## config.mk

```make
export PLATFORM = sky130hd
export DESIGN_NAME = uart_tx
export DESIGN_NICKNAME = d
export VERILOG_FILES = /design/src/rtl/uart_pkg.sv /design/src/rtl/tx_fifo.sv /design/src/rtl/uart_tx.sv
export SDC_FILE = /design/constraint.sdc
export NUM_CORES = 1
export LEC_CHECK = 0
export BUFFER_PORTS_ARGS = -buffer_cell sky130_fd_sc_hd__buf_4
export CORE_MARGIN = 4
export CORE_UTILIZATION = 62
export CTS_CLUSTER_SIZE = 10
export DETAILED_ROUTE_END_ITERATION = 8
export HOLD_SLACK_MARGIN = 0.1
export PLACE_DENSITY_LB_ADDON = 0.08
export SLEW_MARGIN = 0
export SYNTH_ARGS = -nofsm -noshare
export SYNTH_HDL_FRONTEND = slang
export SYNTH_SLANG_ARGS = --single-unit
```

## constraint.sdc

```tcl
create_clock -name i_clk -period 4.25 [get_ports i_clk]
set_input_delay 0.85 -clock i_clk [delete_from_list [all_inputs] [get_ports i_clk]]
set_output_delay 0.85 -clock i_clk [all_outputs]
set_load 0.05 [all_outputs]
```

## src/rtl/uart_pkg.sv

```systemverilog
// rtl/uart_pkg.sv - shared UART state encoding and bit-timing helper for the transmit and receive paths
package uart_pkg;

    typedef enum logic [2:0] {
        S_IDLE   = 3'd0,
        S_START  = 3'd1,
        S_DATA   = 3'd2,
        S_PARITY = 3'd3,
        S_STOP   = 3'd4
    } uart_state_t;

    function automatic int clks_per_bit(input int input_clock, input int baud_rate);
        return input_clock / baud_rate;
    endfunction

endpackage

```

## src/rtl/tx_fifo.sv

```systemverilog
// rtl/tx_fifo.sv - single-clock show-ahead byte FIFO, extra pointer bit separates full from empty
module tx_fifo #(
    parameter int FIFO_DEPTH = 16
) (
    input  logic                          i_clk,
    input  logic                          i_rst,
    input  logic                          i_push,
    input  logic                          i_pop,
    input  logic [7:0]                    i_din,
    output logic [7:0]                    o_dout,
    output logic                          o_full,
    output logic                          o_empty,
    output logic [$clog2(FIFO_DEPTH):0]   o_count
);

    localparam int AW = $clog2(FIFO_DEPTH);
    localparam logic [AW:0] PTR_ONE = (AW+1)'(1);

    logic [AW:0] r_wr_ptr;
    logic [AW:0] r_rd_ptr;
    logic [7:0]  r_mem [FIFO_DEPTH];
    logic        w_push;
    logic        w_pop;

    // A full FIFO refuses a push even when a pop lands on the same edge.
    assign w_push = i_push & ~o_full;
    assign w_pop  = i_pop & ~o_empty;

    always_ff @(posedge i_clk or posedge i_rst) begin
        if (i_rst) begin
            r_wr_ptr <= '0;
            r_rd_ptr <= '0;
        end else begin
            if (w_push) r_wr_ptr <= r_wr_ptr + PTR_ONE;
            if (w_pop)  r_rd_ptr <= r_rd_ptr + PTR_ONE;
        end
    end

    always_ff @(posedge i_clk) begin
        if (w_push) r_mem[r_wr_ptr[AW-1:0]] <= i_din;
    end

    assign o_dout  = r_mem[r_rd_ptr[AW-1:0]];
    assign o_empty = (r_wr_ptr == r_rd_ptr);
    assign o_full  = (r_wr_ptr[AW] != r_rd_ptr[AW]) && (r_wr_ptr[AW-1:0] == r_rd_ptr[AW-1:0]);
    assign o_count = r_wr_ptr - r_rd_ptr;

endmodule

```

## src/rtl/uart_tx.sv

```systemverilog
// rtl/uart_tx.sv - FIFO-buffered UART transmitter, 8N1 LSB first; UART_TX_PARITY_EN inserts an even-parity bit (8E1)
module uart_tx
    import uart_pkg::*;
#(
    parameter int INPUT_CLOCK = 27000000,
    parameter int BAUD_RATE   = 9600,
    parameter int FIFO_DEPTH  = 16
) (
    input  logic                          i_clk,
    input  logic                          i_rst,
    input  logic [7:0]                    i_TX_Data,
    input  logic                          i_TX_DataValid,
    output logic                          o_TX_Ready,
    output logic                          o_TX,
    output logic                          o_TX_Busy,
    output logic [$clog2(FIFO_DEPTH):0]   o_fifoCount
);

    localparam int CLKS_PER_BIT = clks_per_bit(INPUT_CLOCK, BAUD_RATE);
    localparam int CW = (CLKS_PER_BIT > 1) ? $clog2(CLKS_PER_BIT) : 1;
    localparam logic [CW-1:0] CNT_LAST = CW'(CLKS_PER_BIT - 1);
    localparam logic [CW-1:0] CNT_ONE  = CW'(1);

    uart_state_t r_state;
    uart_state_t w_state_next;
    logic [CW-1:0] r_cnt;
    logic [CW-1:0] w_cnt_next;
    logic [2:0]    r_bit;
    logic [2:0]    w_bit_next;
    logic [7:0]    r_byte;
    logic [7:0]    w_byte_next;
    logic          w_tx_next;
    logic          w_pop;
    logic          w_full;
    logic          w_empty;
    logic          w_cnt_last;
    logic [7:0]    w_fifo_dout;

    tx_fifo #(
        .FIFO_DEPTH (FIFO_DEPTH)
    ) u_fifo (
        .i_clk   (i_clk),
        .i_rst   (i_rst),
        .i_push  (i_TX_DataValid),
        .i_pop   (w_pop),
        .i_din   (i_TX_Data),
        .o_dout  (w_fifo_dout),
        .o_full  (w_full),
        .o_empty (w_empty),
        .o_count (o_fifoCount)
    );

    assign w_cnt_last = (r_cnt == CNT_LAST);
    assign o_TX_Ready = ~w_full;
    assign o_TX_Busy  = (r_state != S_IDLE) | ~w_empty;

    always_comb begin
        w_state_next = r_state;
        w_cnt_next   = r_cnt + CNT_ONE;
        w_bit_next   = r_bit;
        w_byte_next  = r_byte;
        w_pop        = 1'b0;
        w_tx_next    = 1'b1;
        case (r_state)
            S_IDLE: begin
                w_cnt_next = '0;
                if (!w_empty) begin
                    w_pop        = 1'b1;
                    w_byte_next  = w_fifo_dout;
                    w_state_next = S_START;
                end
            end
            S_START: begin
                w_tx_next = 1'b0;
                if (w_cnt_last) begin
                    w_cnt_next   = '0;
                    w_bit_next   = '0;
                    w_state_next = S_DATA;
                end
            end
            S_DATA: begin
                w_tx_next = r_byte[r_bit];
                if (w_cnt_last) begin
                    w_cnt_next = '0;
                    if (r_bit == 3'd7) begin
`ifdef UART_TX_PARITY_EN
                        w_state_next = S_PARITY;
`else
                        w_state_next = S_STOP;
`endif
                    end else begin
                        w_bit_next = r_bit + 3'd1;
                    end
                end
            end
`ifdef UART_TX_PARITY_EN
            S_PARITY: begin
                w_tx_next = ^r_byte;
                if (w_cnt_last) begin
                    w_cnt_next   = '0;
                    w_state_next = S_STOP;
                end
            end
`endif
            S_STOP: begin
                // Popping here chains the next start bit straight onto this stop bit.
                if (w_cnt_last) begin
                    w_cnt_next = '0;
                    if (!w_empty) begin
                        w_pop        = 1'b1;
                        w_byte_next  = w_fifo_dout;
                        w_state_next = S_START;
                    end else begin
                        w_state_next = S_IDLE;
                    end
                end
            end
            default: begin
                w_cnt_next   = '0;
                w_state_next = S_IDLE;
            end
        endcase
    end

    always_ff @(posedge i_clk or posedge i_rst) begin
        if (i_rst) begin
            r_state <= S_IDLE;
            r_cnt   <= '0;
            r_bit   <= '0;
            r_byte  <= '0;
            o_TX    <= 1'b1;
        end else begin
            r_state <= w_state_next;
            r_cnt   <= w_cnt_next;
            r_bit   <= w_bit_next;
            r_byte  <= w_byte_next;
            o_TX    <= w_tx_next;
        end
    end

endmodule

```

==> flow_summary.toml <==
[critical_path]
reg2reg_to = "u_fifo.r_mem[10][4]"
rr_worst_depth = 5
worstSetupPathType = "reg -> out"
cp-start-kind = "flip-flop"
crit_family = "buffers and inverters"
end_kind = "primary output"
path_max_fanout = 36
path_buf_inv = 3
path_common_cell = "buf_4"
rrSetupSlack_ps = 1320
worst-endpoint-arrival_ps = 2510
crit_slowest_cell = "buf_4"
regToRegStartpoint = "u_fifo.r_wr_ptr[2]"
path_cells = "buf_4, fa_1, inv_1, a21o_1, a21oi_1, xor2_1, buf_4"
worstPathRequired_ps = 3400
cpPeakStageDelay_ps = 540

[cts]
numCtsBuffers = 17
cts_tree = "built"
postCtsHoldBufs = 0
clock_latency_ps = 530
post_cts_buffers = 0
path_clk_slew_ps = 70
cts_sinks = 165
postCtsResizedCells = 0
root_buffer = "clkbuf_8"
clockBufferDepth = 2
h-tree-depth = 4

[die]
dieArea_um2 = 12900
start_util_pct = 63.4
die_height_um = 114
core_um2 = 10900
die_x_um = 114
core.rowCount = 38
ios = 19

[synth]
synth_simple_gate_area_share_pct = 6.36
syn_inst = 396
yosys-top-cells-area = "edfxtp_1 (56%), dfrtp_1 (13%), mux4_2 (11%)"
muxShareOfSynthArea_pct = 13.2
yosysWarnings = 0
yosys.cell_types.count = 44
syn_area_um2 = 6900
synth-xor-area-share_pct = 2.79
synth_top_family_by_area = "multiplexers"
synth_seq_area_share_pct = 69.1
syn-mean-instance-area_um2 = 17.4
syn-num-nets = 420
synthFlopType = "edfxtp_1"
synth_top_area_share_pct = 55.7
synth_edf_count = 128
synth_top_cell_by_area = "edfxtp_1"
synth_fa_ha_area_share_pct = 2.47
async_flop_share_pct = 22.4
ys_ff_latch = 165
synth_compound_area_share_pct = 4.11

[detailed_routing]
dr_wl_met2_um = 6630
avgRoutedWirePerCell_um = 22.4
routed_via_density = 6.14
top_layer_used = "met4"
wl_met3_um = 504
drt_first_iter_violations = 315
route.detailed.drc = 0
firstDrtPassIters = 5
finalWirelength_um = 12900
drtAntennaViolNets = 0
wl_met1_um = 5540
via_count = 3542

[pwr]
power_switching_share_pct = 33.8
clockPowerShare_pct = 28.9
leakagePower_nw = 2.83
p_seq_share_pct = 36.6
ir_drop_mv = 0.741
pwr_density_cell_nw_per_um2 = 745
p_sw_mw = 1.98
p_int_mw = 3.87
power_frac_comb_pct = 34.6

[global_route]
overflow = 0
grt_pass1_vias = 3740
grt.total_usage_pct = 22.2
antenna_found_initial = 0
grt_max_degree = 37
grt_first_pass_wirelength_um = 20800

[run_status]
status = "finished, final reports clean"

[final_layout]
drive_above_1_share_pct = 24.7
mostFrequentLayoutCell = "edfxtp_1"
multi_input_area_um2 = 1990
seq_area_um2 = 4770
final_cell_mix = "edfxtp_1 (128), dfrtp_1 (35), mux4_2 (34)"
n_antenna_cell = 0
fillers = 691
nets = 448
area_delta_synth_final_pct = 13.5

[timing]
worst_pin_slew_ps = 1040
fin_crit_ps = 3360
setup_viol = 0
fin_crit_sh_pct = 79.1
worst_slack_ps = 887
drv_slew = 0
slew_headroom_pct = 30.6
hold_violations = 0
rsz0062_at_grt = "no"
timing.hold.ws_ps = 179
skew_ps = 6.06
fin_setup_tns_ps = 0
max_freq_ghz = 0.297

[placed_design]
io_buffer_count = 18
place_congestion = 0.815
hpwl_um = 8140
dpl_worst_slack_ps = 1350

[flow_run]
max-cap-violations = 0

[min_path]
hold_path_class = "in -> async"
[per-layer routing]
metal | track usage (%) | vias up
li1 | - | 1597
met2 | 36.6 | 101
met3 | 4.93 | 21
met4 | 8.09 | 0
met1 | 29.6 | 1823
met5 | 0 | -
[Yosys cell counts, types with 5 or more instances]
library cell / number
a22oi_1: 16
buf_1: 5
clkbuf_1: 6
dfrtp_1: 36
edfxtp_1: 128
ha_1: 12
inv_1: 13
mux2_4: 8
mux4_2: 34
nand2_1: 21
nand4_1: 7
nor2_1: 28
nor2b_1: 5
nor3_1: 5
xnor2_1: 12
xor2_1: 10
[flip-flops by register name (all words and copies together) (netlist names)]
| name | count |
|---|---|
| r_byte | 8 |
| r_state | 3 |
| r_bit | 3 |
| u_fifo.r_wr_ptr | 5 |
| o_TX | 1 |
| u_fifo.r_mem | 128 |
| r_cnt | 12 |
| u_fifo.r_rd_ptr | 5 |
[power groups by stage]
stage	clock network, mW	registers (mW)	logic [mW]
after CTS	1.71	2.13	2.05
final	1.69	2.14	2.02
after global routing	1.78	2.16	2.18
after floorplan	0	2.12	1.57
after global placement	0	2.15	2.01
after detailed placement	0	2.16	2.05
[per-stage QoR]
step,power [mW],area (um^2),std cells,util (%)
2_1_floorplan,3.70,6900,396,-
3_3_place_gp,4.16,7190,545,66.0
3_5_place_dp,4.21,7190,545,66.0
4_1_cts,5.89,7840,577,72.0
5_1_grt,6.11,7840,577,72.0
6_report,5.84,7840,577,72.0
[cell type report]
type                            count  area share (%)
Clock buffer                       17            5.28
Tap cell                          140            2.23
Inverter                           13           0.623
Clock inverter                     15            3.03
Sequential cell                   165            60.9
Multi-Input combinational cell    201            25.4
Timing Repair Buffer               26            2.49
[how the worst max path moves through the flow]
stage | start | endpoint | slack, ps | depth (start not counted)
after floorplan | u_fifo.r_rd_ptr[2] | o_fifoCount[4] | 1060 | 7
final | u_fifo.r_rd_ptr[1] | o_fifoCount[4] | 890 | 7
after detailed placement | u_fifo.r_wr_ptr[2] | u_fifo.r_mem[10][4] | 1350 | 5
after CTS | u_fifo.r_rd_ptr[1] | o_fifoCount[4] | 790 | 7
after global routing | u_fifo.r_rd_ptr[1] | o_fifoCount[4] | 640 | 7
after global placement | u_fifo.r_rd_ptr[1] | o_fifoCount[4] | 1380 | 7
[kinds of logic (layout without fill, tap and decap cells)]
family / count (synthesis) / after routing
xor gates and xnor gates: 22 / 22
adders and majority gates: 13 / 13
AOI/OAI and AO/OA: 37 / 37
muxes: 44 / 44
and+or+nand+nor: 85 / 85
buffers and inverters: 30 / 71
DFF: 165 / 165
Power figures use the tool's default switching activity.
